$ cat src/rtl/systolic_result_collector_pkg.sv
`default_nettype none
// =============================================================================
// Module      : systolic_pkg
// Description : Shared types, defaults and the ReLU/shift/saturate helper
//               for the systolic array readout path.
// Revision    : 1.0 - initial release
// =============================================================================
package systolic_pkg;

    localparam int c_NUM_PE = 8;
    localparam int c_ACC_W  = 8;

    typedef enum logic [1:0] {
        IDLE   = 2'd0,
        SWEEP  = 2'd1,
        TAIL   = 2'd2,
        STREAM = 2'd3
    } collector_state_t;

    // Works on a sign-extended 32-bit value so callers of any width up to 32
    // can share it; the caller truncates the result to its output width.
    function automatic logic signed [31:0] relu_shift_sat(
        input logic signed [31:0] v,
        input int                 shift,
        input int                 out_w,
        input logic               relu
    );
        logic signed [31:0] t;
        logic signed [31:0] hi;
        logic signed [31:0] lo;
        t  = (relu && (v < 0)) ? 32'sd0 : v;
        t  = t >>> shift;
        hi = (32'sd1 <<< (out_w - 1)) - 32'sd1;
        lo = -hi - 32'sd1;
        if (t > hi) begin
            return hi;
        end
        if (t < lo) begin
            return lo;
        end
        return t;
    endfunction

endpackage
`default_nettype wire

$ cat src/rtl/systolic_result_collector_postproc.sv
`default_nettype none
// =============================================================================
// Module      : result_postproc
// Description : Combinational ReLU, arithmetic shift and saturation of one
//               accumulator value.
// Revision    : 1.0 - initial release
// =============================================================================
module result_postproc
    import systolic_pkg::*;
#(
    parameter int ACC_W   = c_ACC_W,
    parameter int OUT_W   = 8,
    parameter int SHIFT   = 0,
    parameter int RELU_EN = 1
) (
    input  logic [ACC_W-1:0] i_acc,
    output logic [OUT_W-1:0] o_data
);

    logic signed [31:0] w_ext;
    logic signed [31:0] w_res;

    always_comb begin
        w_ext  = 32'(signed'(i_acc));
        w_res  = relu_shift_sat(w_ext, SHIFT, OUT_W, RELU_EN != 0);
        o_data = OUT_W'(w_res);
    end

endmodule
`default_nettype wire

$ cat src/rtl/systolic_result_collector.sv
`default_nettype none
// =============================================================================
// Module      : systolic_result_collector
// Description : Sweeps drain_sel over the PE array, post-processes each
//               accumulator into a buffer and streams it out valid/ready.
// Revision    : 1.0 - initial release
// =============================================================================
module systolic_result_collector
    import systolic_pkg::*;
#(
    parameter int NUM_PE  = c_NUM_PE,
    parameter int ACC_W   = c_ACC_W,
    parameter int OUT_W   = 8,
    parameter int SHIFT   = 0,
    parameter int RELU_EN = 1
) (
    input  logic                      clk,
    input  logic                      rst,
    input  logic                      drain_start,
    output logic [$clog2(NUM_PE)-1:0] drain_sel,
    input  logic [ACC_W-1:0]          acc_in,
    output logic                      out_valid,
    input  logic                      out_ready,
    output logic [OUT_W-1:0]          out_data,
    output logic [$clog2(NUM_PE)-1:0] out_idx,
    output logic                      busy,
    output logic                      done,
    output logic                      err_overrun,
    input  logic                      err_clr
);

    localparam int                 c_SEL_W = $clog2(NUM_PE);
    localparam logic [c_SEL_W-1:0] c_LAST  = c_SEL_W'(NUM_PE - 1);
    localparam logic [c_SEL_W-1:0] c_ONE   = c_SEL_W'(1);

    collector_state_t   r_state_q,   w_state_d;
    logic [c_SEL_W-1:0] r_sel_cnt_q, w_sel_cnt_d;
    logic [c_SEL_W-1:0] r_rd_ptr_q,  w_rd_ptr_d;
    logic [c_SEL_W-1:0] r_cap_idx_q, w_cap_idx_d;
    logic               r_cap_en_q,  w_cap_en_d;
    logic               r_done_q,    w_done_d;
    logic               r_err_q,     w_err_d;
    logic [OUT_W-1:0]   r_buf_q [NUM_PE];
    logic [OUT_W-1:0]   w_pp_data;
    logic               w_busy;
    logic               w_hs;

    result_postproc #(
        .ACC_W   (ACC_W),
        .OUT_W   (OUT_W),
        .SHIFT   (SHIFT),
        .RELU_EN (RELU_EN)
    ) u_postproc (
        .i_acc  (acc_in),
        .o_data (w_pp_data)
    );

    always_comb begin
        w_state_d   = r_state_q;
        w_sel_cnt_d = r_sel_cnt_q;
        w_rd_ptr_d  = r_rd_ptr_q;
        w_cap_idx_d = r_sel_cnt_q;
        w_cap_en_d  = 1'b0;
        w_done_d    = 1'b0;
        w_err_d     = r_err_q;
        w_busy      = (r_state_q != IDLE);
        w_hs        = (r_state_q == STREAM) && out_ready;

        case (r_state_q)
            IDLE: begin
                if (drain_start) begin
                    w_state_d   = SWEEP;
                    w_sel_cnt_d = '0;
                    w_rd_ptr_d  = '0;
                end
            end
            SWEEP: begin
                // Capture lags select by one cycle, matching the array's
                // registered final_acc_out.
                w_cap_en_d  = 1'b1;
                w_sel_cnt_d = r_sel_cnt_q + c_ONE;
                if (r_sel_cnt_q == c_LAST) begin
                    w_state_d   = TAIL;
                    w_sel_cnt_d = '0;
                end
            end
            TAIL: begin
                w_state_d = STREAM;
            end
            STREAM: begin
                if (w_hs) begin
                    w_rd_ptr_d = r_rd_ptr_q + c_ONE;
                    if (r_rd_ptr_q == c_LAST) begin
                        w_state_d = IDLE;
                        w_done_d  = 1'b1;
                    end
                end
            end
            default: begin
                w_state_d = IDLE;
            end
        endcase

        // A new overrun in the same cycle as a clear must win.
        if (err_clr) begin
            w_err_d = 1'b0;
        end
        if (drain_start && w_busy) begin
            w_err_d = 1'b1;
        end
    end

    always_ff @(posedge clk) begin
        if (rst) begin
            r_state_q   <= IDLE;
            r_sel_cnt_q <= '0;
            r_rd_ptr_q  <= '0;
            r_cap_idx_q <= '0;
            r_cap_en_q  <= 1'b0;
            r_done_q    <= 1'b0;
            r_err_q     <= 1'b0;
        end else begin
            r_state_q   <= w_state_d;
            r_sel_cnt_q <= w_sel_cnt_d;
            r_rd_ptr_q  <= w_rd_ptr_d;
            r_cap_idx_q <= w_cap_idx_d;
            r_cap_en_q  <= w_cap_en_d;
            r_done_q    <= w_done_d;
            r_err_q     <= w_err_d;
        end
    end

    // Buffer contents are masked at the output, so they need no reset.
    always_ff @(posedge clk) begin
        if (r_cap_en_q) begin
            r_buf_q[r_cap_idx_q] <= w_pp_data;
        end
    end

    always_comb begin
        drain_sel   = (r_state_q == SWEEP) ? r_sel_cnt_q : '0;
        out_valid   = (r_state_q == STREAM);
        out_idx     = r_rd_ptr_q;
        out_data    = out_valid ? r_buf_q[r_rd_ptr_q] : '0;
        busy        = w_busy;
        done        = r_done_q;
        err_overrun = r_err_q;
    end

endmodule
`default_nettype wire

$ cat config.mk
export PLATFORM = sky130hd
export DESIGN_NAME = systolic_result_collector
export DESIGN_NICKNAME = d
export VERILOG_FILES = /design/src/rtl/systolic_result_collector_pkg.sv /design/src/rtl/systolic_result_collector_postproc.sv /design/src/rtl/systolic_result_collector.sv
export SDC_FILE = /design/constraint.sdc
export NUM_CORES = 1
export LEC_CHECK = 0
export CAP_MARGIN = 15
export CORE_MARGIN = 5
export CORE_UTILIZATION = 50
export DETAILED_ROUTE_END_ITERATION = 12
export PLACE_DENSITY = 0.77
export SYNTH_ARGS = -nofsm -noshare
export SYNTH_HDL_FRONTEND = slang
export SYNTH_SLANG_ARGS = --single-unit
$ cat constraint.sdc
create_clock -name clk -period 1.6 [get_ports clk]
set_clock_uncertainty 0.1 [all_clocks]
set_input_delay 0.32 -clock clk [delete_from_list [all_inputs] [get_ports clk]]
set_output_delay 0.32 -clock clk [all_outputs]
set_load 0.02 [all_outputs]
== Word-level counts from Yosys, hierarchy flattened ==
Memory sizes are Yosys's and may differ from the RTL's. A register that Yosys moved wholly into a read port is not among the register bits.
Index checks and enable logic that the tools add are counted.
Widths: inputs -> output; s select.
Storage, ports and cells
  register bits after elaboration: 14
  latch bits: 0
  RAM bits: 64
  ROM bits: 0
  memories kept: 1
Memories
  r_buf_q: depth 8, width 8, rd ports 1, clocked after Yosys merged registers in 1, wr ports 1, line systolic_result_collector.sv:43  | logic [OUT_W-1:0] r_buf_q [NUM_PE];
Cells by class
  add/sub/neg operators: 2
  $mul: 0
  divide/modulo/power cells: 0
  order comparisons: 3
  equality and inequality tests: 9
  shift-type cells: 0
  muxes and demuxes: 28
  bitwise operators: 2
  reductions and logical operators: 11
Operators by type and width (number)
  $mux 8: 5
  $gt 32x8->1 const B: 1
  $lt 32x8->1 const B: 1
  $mux 32: 1
  $mux 3: 6
  $pmux 3 s2: 2
  $mux 1: 9
  $lt 8x1->1 const B: 1
  $mux 2: 4
  $pmux 2 s4: 1
  $reduce_bool 2->1: 4
  $add 3x1->3 const B: 2
  $eq 3x3->1 const B: 2
  $eq 2x2->1 const B: 2
  $ne 2x1->1 const B: 2
  $ne 2x2->1 const B: 2
  $reduce_and 4->1: 1
  $reduce_and 3->1: 1
  $reduce_or 3->1: 1
  $eq 2x1->1 const B: 1
  $logic_and 1x1->1: 2
  $logic_not 2->1: 1
  $not 1->1: 2
  $reduce_and 2->1: 1

== Longest topological paths before layout ==
  depth in word-level cells: 7
  gate-level depth with buffers: 6
  mapped depth without buffers: 5

== Hierarchy ==
A second synthesis with hierarchy kept.
Second synthesis, totals
  cell total of the unflattened synthesis: 210
  area total of the unflattened synthesis: 3334.4 um2
By module, submodules not included
  systolic_result_collector: times used 1, cells each 201, area each 3279.4 um2
  result_postproc: times used 1, cells each 9, area each 55.1 um2

== Worst setup path after synthesis ==
No wires, ideal clock.
  kind: register -> output
  start: reg (tool-made name)
  end: out out_data[3]
  data arrival time: 1.284 ns
  data required time: 1.180 ns
  slack: -0.104 ns
  cell stages (with the launch flop): 6
  path buffers: 2
  cell sequence: dfxtp_1 buf_6 buf_12 mux4_2 mux2i_1 nor2_1
RTL lines
  end, declared: line systolic_result_collector.sv:24  | output logic [OUT_W-1:0] out_data,

==> impl_metrics.yaml <==
run_status:
  status: "complete, but fails checks"
  violations: "setup timing"
drt:
  postRouteAntennaNets: 0
  via_per_inst: 5.50
  routed_wl_microns: 6530
  firstDrtPassIters: 4
  wl_per_cell_microns: 19.7
  drc_errors: 0
  drt_iter0_markers: 145
  vias: 1826
global_route:
  antenna_found_initial: 0
  grt-ovfl-total: 0
  grt_pass1_wl_microns: 9220
  grt_max_degree: 15
  track_usage: 0.169
  grt_pass1_vias: 1873
clocking:
  cts_tree: "built"
  cts.sinks: 73
  htree_num_levels: 3
  cts.path.max_buffers: 2
  worstSkewPairLatency_ns: 0.36
  cts_root_buffer: "clkbuf_8"
  ctsHoldBuffers: 0
  path_clk_slew_ns: 0.07
  cts_buffers: 9
min_path:
  min_from: "err_overrun"
  min-delay-path-class: "reg2reg"
sta:
  fin_ws_ns: -0.636
  worstMarginPinSlew_ns: 0.647
  hold_violations: 0
  slew_viol_final: 0
  clock.fmax_mhz: 447
  rsz0062_at_grt: "yes"
  fin_crit_ns: 2.24
  fin_crit_sh: 1.40
  finalSetupViolations: 17
  timing.hold.ws_ns: 0.400
  slew_headroom: 0.568
synthesis:
  synth_top_area_share: 0.560
  synth_edf_count: 56
  yosys.area_share.simple: 0.0880
  syn_inst: 185
  yosysSeqAreaShare: 0.674
  synth-compound-area-share: 0.0333
  synth_top_family_by_area: "multiplexers"
  yosys-top-cells-area: "edfxtp_1 (56%), dfxtp_1 (11%), mux4_2 (7.5%), ha_1 (3.8%), mux4_1 (3.5%)"
  synth_most_common_cell: "edfxtp_1"
  synth_area_per_cell_sq_um: 16.2
  netlist-cell-type-count: 30
  yosysWarningCount: 0
  async_reset_ff_frac: 0
  synthMuxAreaShare: 0.140
  synth_common_cells: "edfxtp_1 (56), nor2_1 (18), dfxtp_1 (17)"
  synth-xor-area-share: 0
  synth_area_sq_mm: 0.00300
  synthAdderAreaFrac: 0.0375
  synth-main-ff-cell: "edfxtp_1"
  syn_nets: 207
  yosys.area.top_type: "edfxtp_1"
  synth-seq-cells: 73
worst_setup_path:
  crit_required_ns: 1.18
  path_buf_inv: 2
  rrSetupSlack_ns: -0.01
  cp_num_cells: 5
  crit_family: "multiplexers"
  reg2reg_to: "r_state_q[0]"
  rr_worst_depth: 6
  worstSetupEndpoint: "out_data[5]"
  cp_max_fo: 7
  critPathLaunchType: "flip-flop"
  critPathMaxStageDelay_ns: 0.51
  critical_path_class: "reg2out"
  worstSetupEndpointType: "output port"
  cp_cell_sequence: "buf_16 -> mux4_2 -> mux2i_1 -> nor2_1 -> buf_4"
  arrival_ns: 1.82
  rr_startpoint: "r_state_q[0]"
  slowest_stage: "mux4_2"
floorplan:
  num_rows: 28
  initial_core_util: 0.510
  dieArea_sq_mm: 0.00765
  io-pin-count: 31
  core_area_sq_mm: 0.00589
  die_y_microns: 87.5
  dieWidth_microns: 87.5
placed_design:
  dp_cells: 307
  dpl_cell_area_sq_mm: 0.00355
  gp_congestion: 0.753
  post-dp-hpwl_microns: 3690
  io_buffers: 29
power:
  leakage_nw: 1.42
  powerDensity_mw_per_mm2: 1250
  power_mw: 4.94
  vdd_drop_max_v: 0.000751
finish:
  utilization: 0.670
  fin_nets: 274
  fin_area_sq_mm: 0.00394
  syn2layout_area_growth_pct: 31.3
  drive_gt1_frac: 0.385
  instances_no_fill: 332
  diodes: 0
  nFillCells: 396
run:
  maxCapViolations: 0
==> kinds of logic (layout without fill, tap and decap cells) <==
group / after synthesis / in the layout
buffers and inverters: 13 / 85
DFF: 73 / 73
and+or+nand+nor: 51 / 51
AOI/OAI and AO/OA: 15 / 15
adders and majority gates: 9 / 9
muxes: 23 / 23
other: 1 / 1
==> through the flow <==
stage          setup WS [ns]  TNS (ns)
4_1_cts               -0.659     -4.25
5_1_grt               -0.713     -5.58
3_5_place_dp          -0.658     -7.63
2_1_floorplan         -0.103    -0.659
6_report              -0.636     -4.48
3_3_place_gp          -0.623     -5.92
==> registers in the layout (all words and copies together) (netlist names), named ones only <==
register and cells:
r_buf_q 56, out_idx 3, r_cap_idx_q 3, r_sel_cnt_q 3, r_state_q 2, done 1, err_overrun 1, r_cap_en_q 1
==> layout by cell type (no fill, tap or decap), types with 2 or more instances in the layout <==
master / instances
mux4_2: 14
nor2b_1: 12
ha_4: 3
edfxtp_1: 56
o21ai_0: 2
nand4_1: 3
nand2b_1: 4
buf_6: 11
clkinvlp_4: 2
a21oi_1: 2
a32oi_1: 3
clkdlybuf4s50_1: 12
clkbuf_8: 9
buf_4: 31
a21oi_2: 2
dfxtp_4: 2
nand2_1: 3
buf_2: 2
inv_1: 2
mux2i_1: 7
dlygate4sd2_1: 5
bufinv_16: 2
nor2_1: 17
dfxtp_1: 14
and2_4: 3
inv_4: 2
nor3_1: 4
ha_1: 5
buf_12: 2
==> worst min-delay path by stage <==
stage                  end  slack [ns]  cells after the start
2_1_floorplan   r_cap_en_q        0.29                      1
3_3_place_gp   err_overrun        0.39                      2
3_5_place_dp   err_overrun        0.40                      2
4_1_cts        err_overrun        0.41                      2
5_1_grt          flip-flop        0.47                      2
6_report       err_overrun        0.40                      2
==> power by group <==
| part | switching, mW | internal (mW) |
|---|---|---|
| Sequential | 0.0504 | 2.14 |
| Combinational | 0.585 | 0.613 |
| Clock | 0.685 | 0.874 |
| Total | 1.32 | 3.62 |
==> per-layer routing <==
metal / GRT usage / wire [microns]
met5: 0 / 0
met4: 0.0767 / 221
met3: 0.0473 / 363
met2: 0.289 / 3380
met1: 0.197 / 2560
==> cell type report <==
class / instances / area (sq um) / share of cell area
clock buffer: 9 / 124 / 0.0314
timing repair buffer: 64 / 598 / 0.152
tap: 75 / 93.8 / 0.0238
clock inverter: 7 / 92.6 / 0.0235
sequential: 73 / 2030 / 0.515
multi-input combinational: 99 / 978 / 0.248
inverter: 5 / 23.8 / 0.00603
==> worst min-delay path: stages (launching register included) <==
cell	delay (ns)
dfxtp_1	0.32
a22oi_1	0.07
nor2_1	0.08
==> repair_timing <==
item,in CTS,in global routing
setup endpoints to repair,25,20
setup buffers,4,4
gates resized for setup,89,21
gates cloned,1,0
pin swaps,5,9
Note: power is estimated with default switching activity, not from simulation.
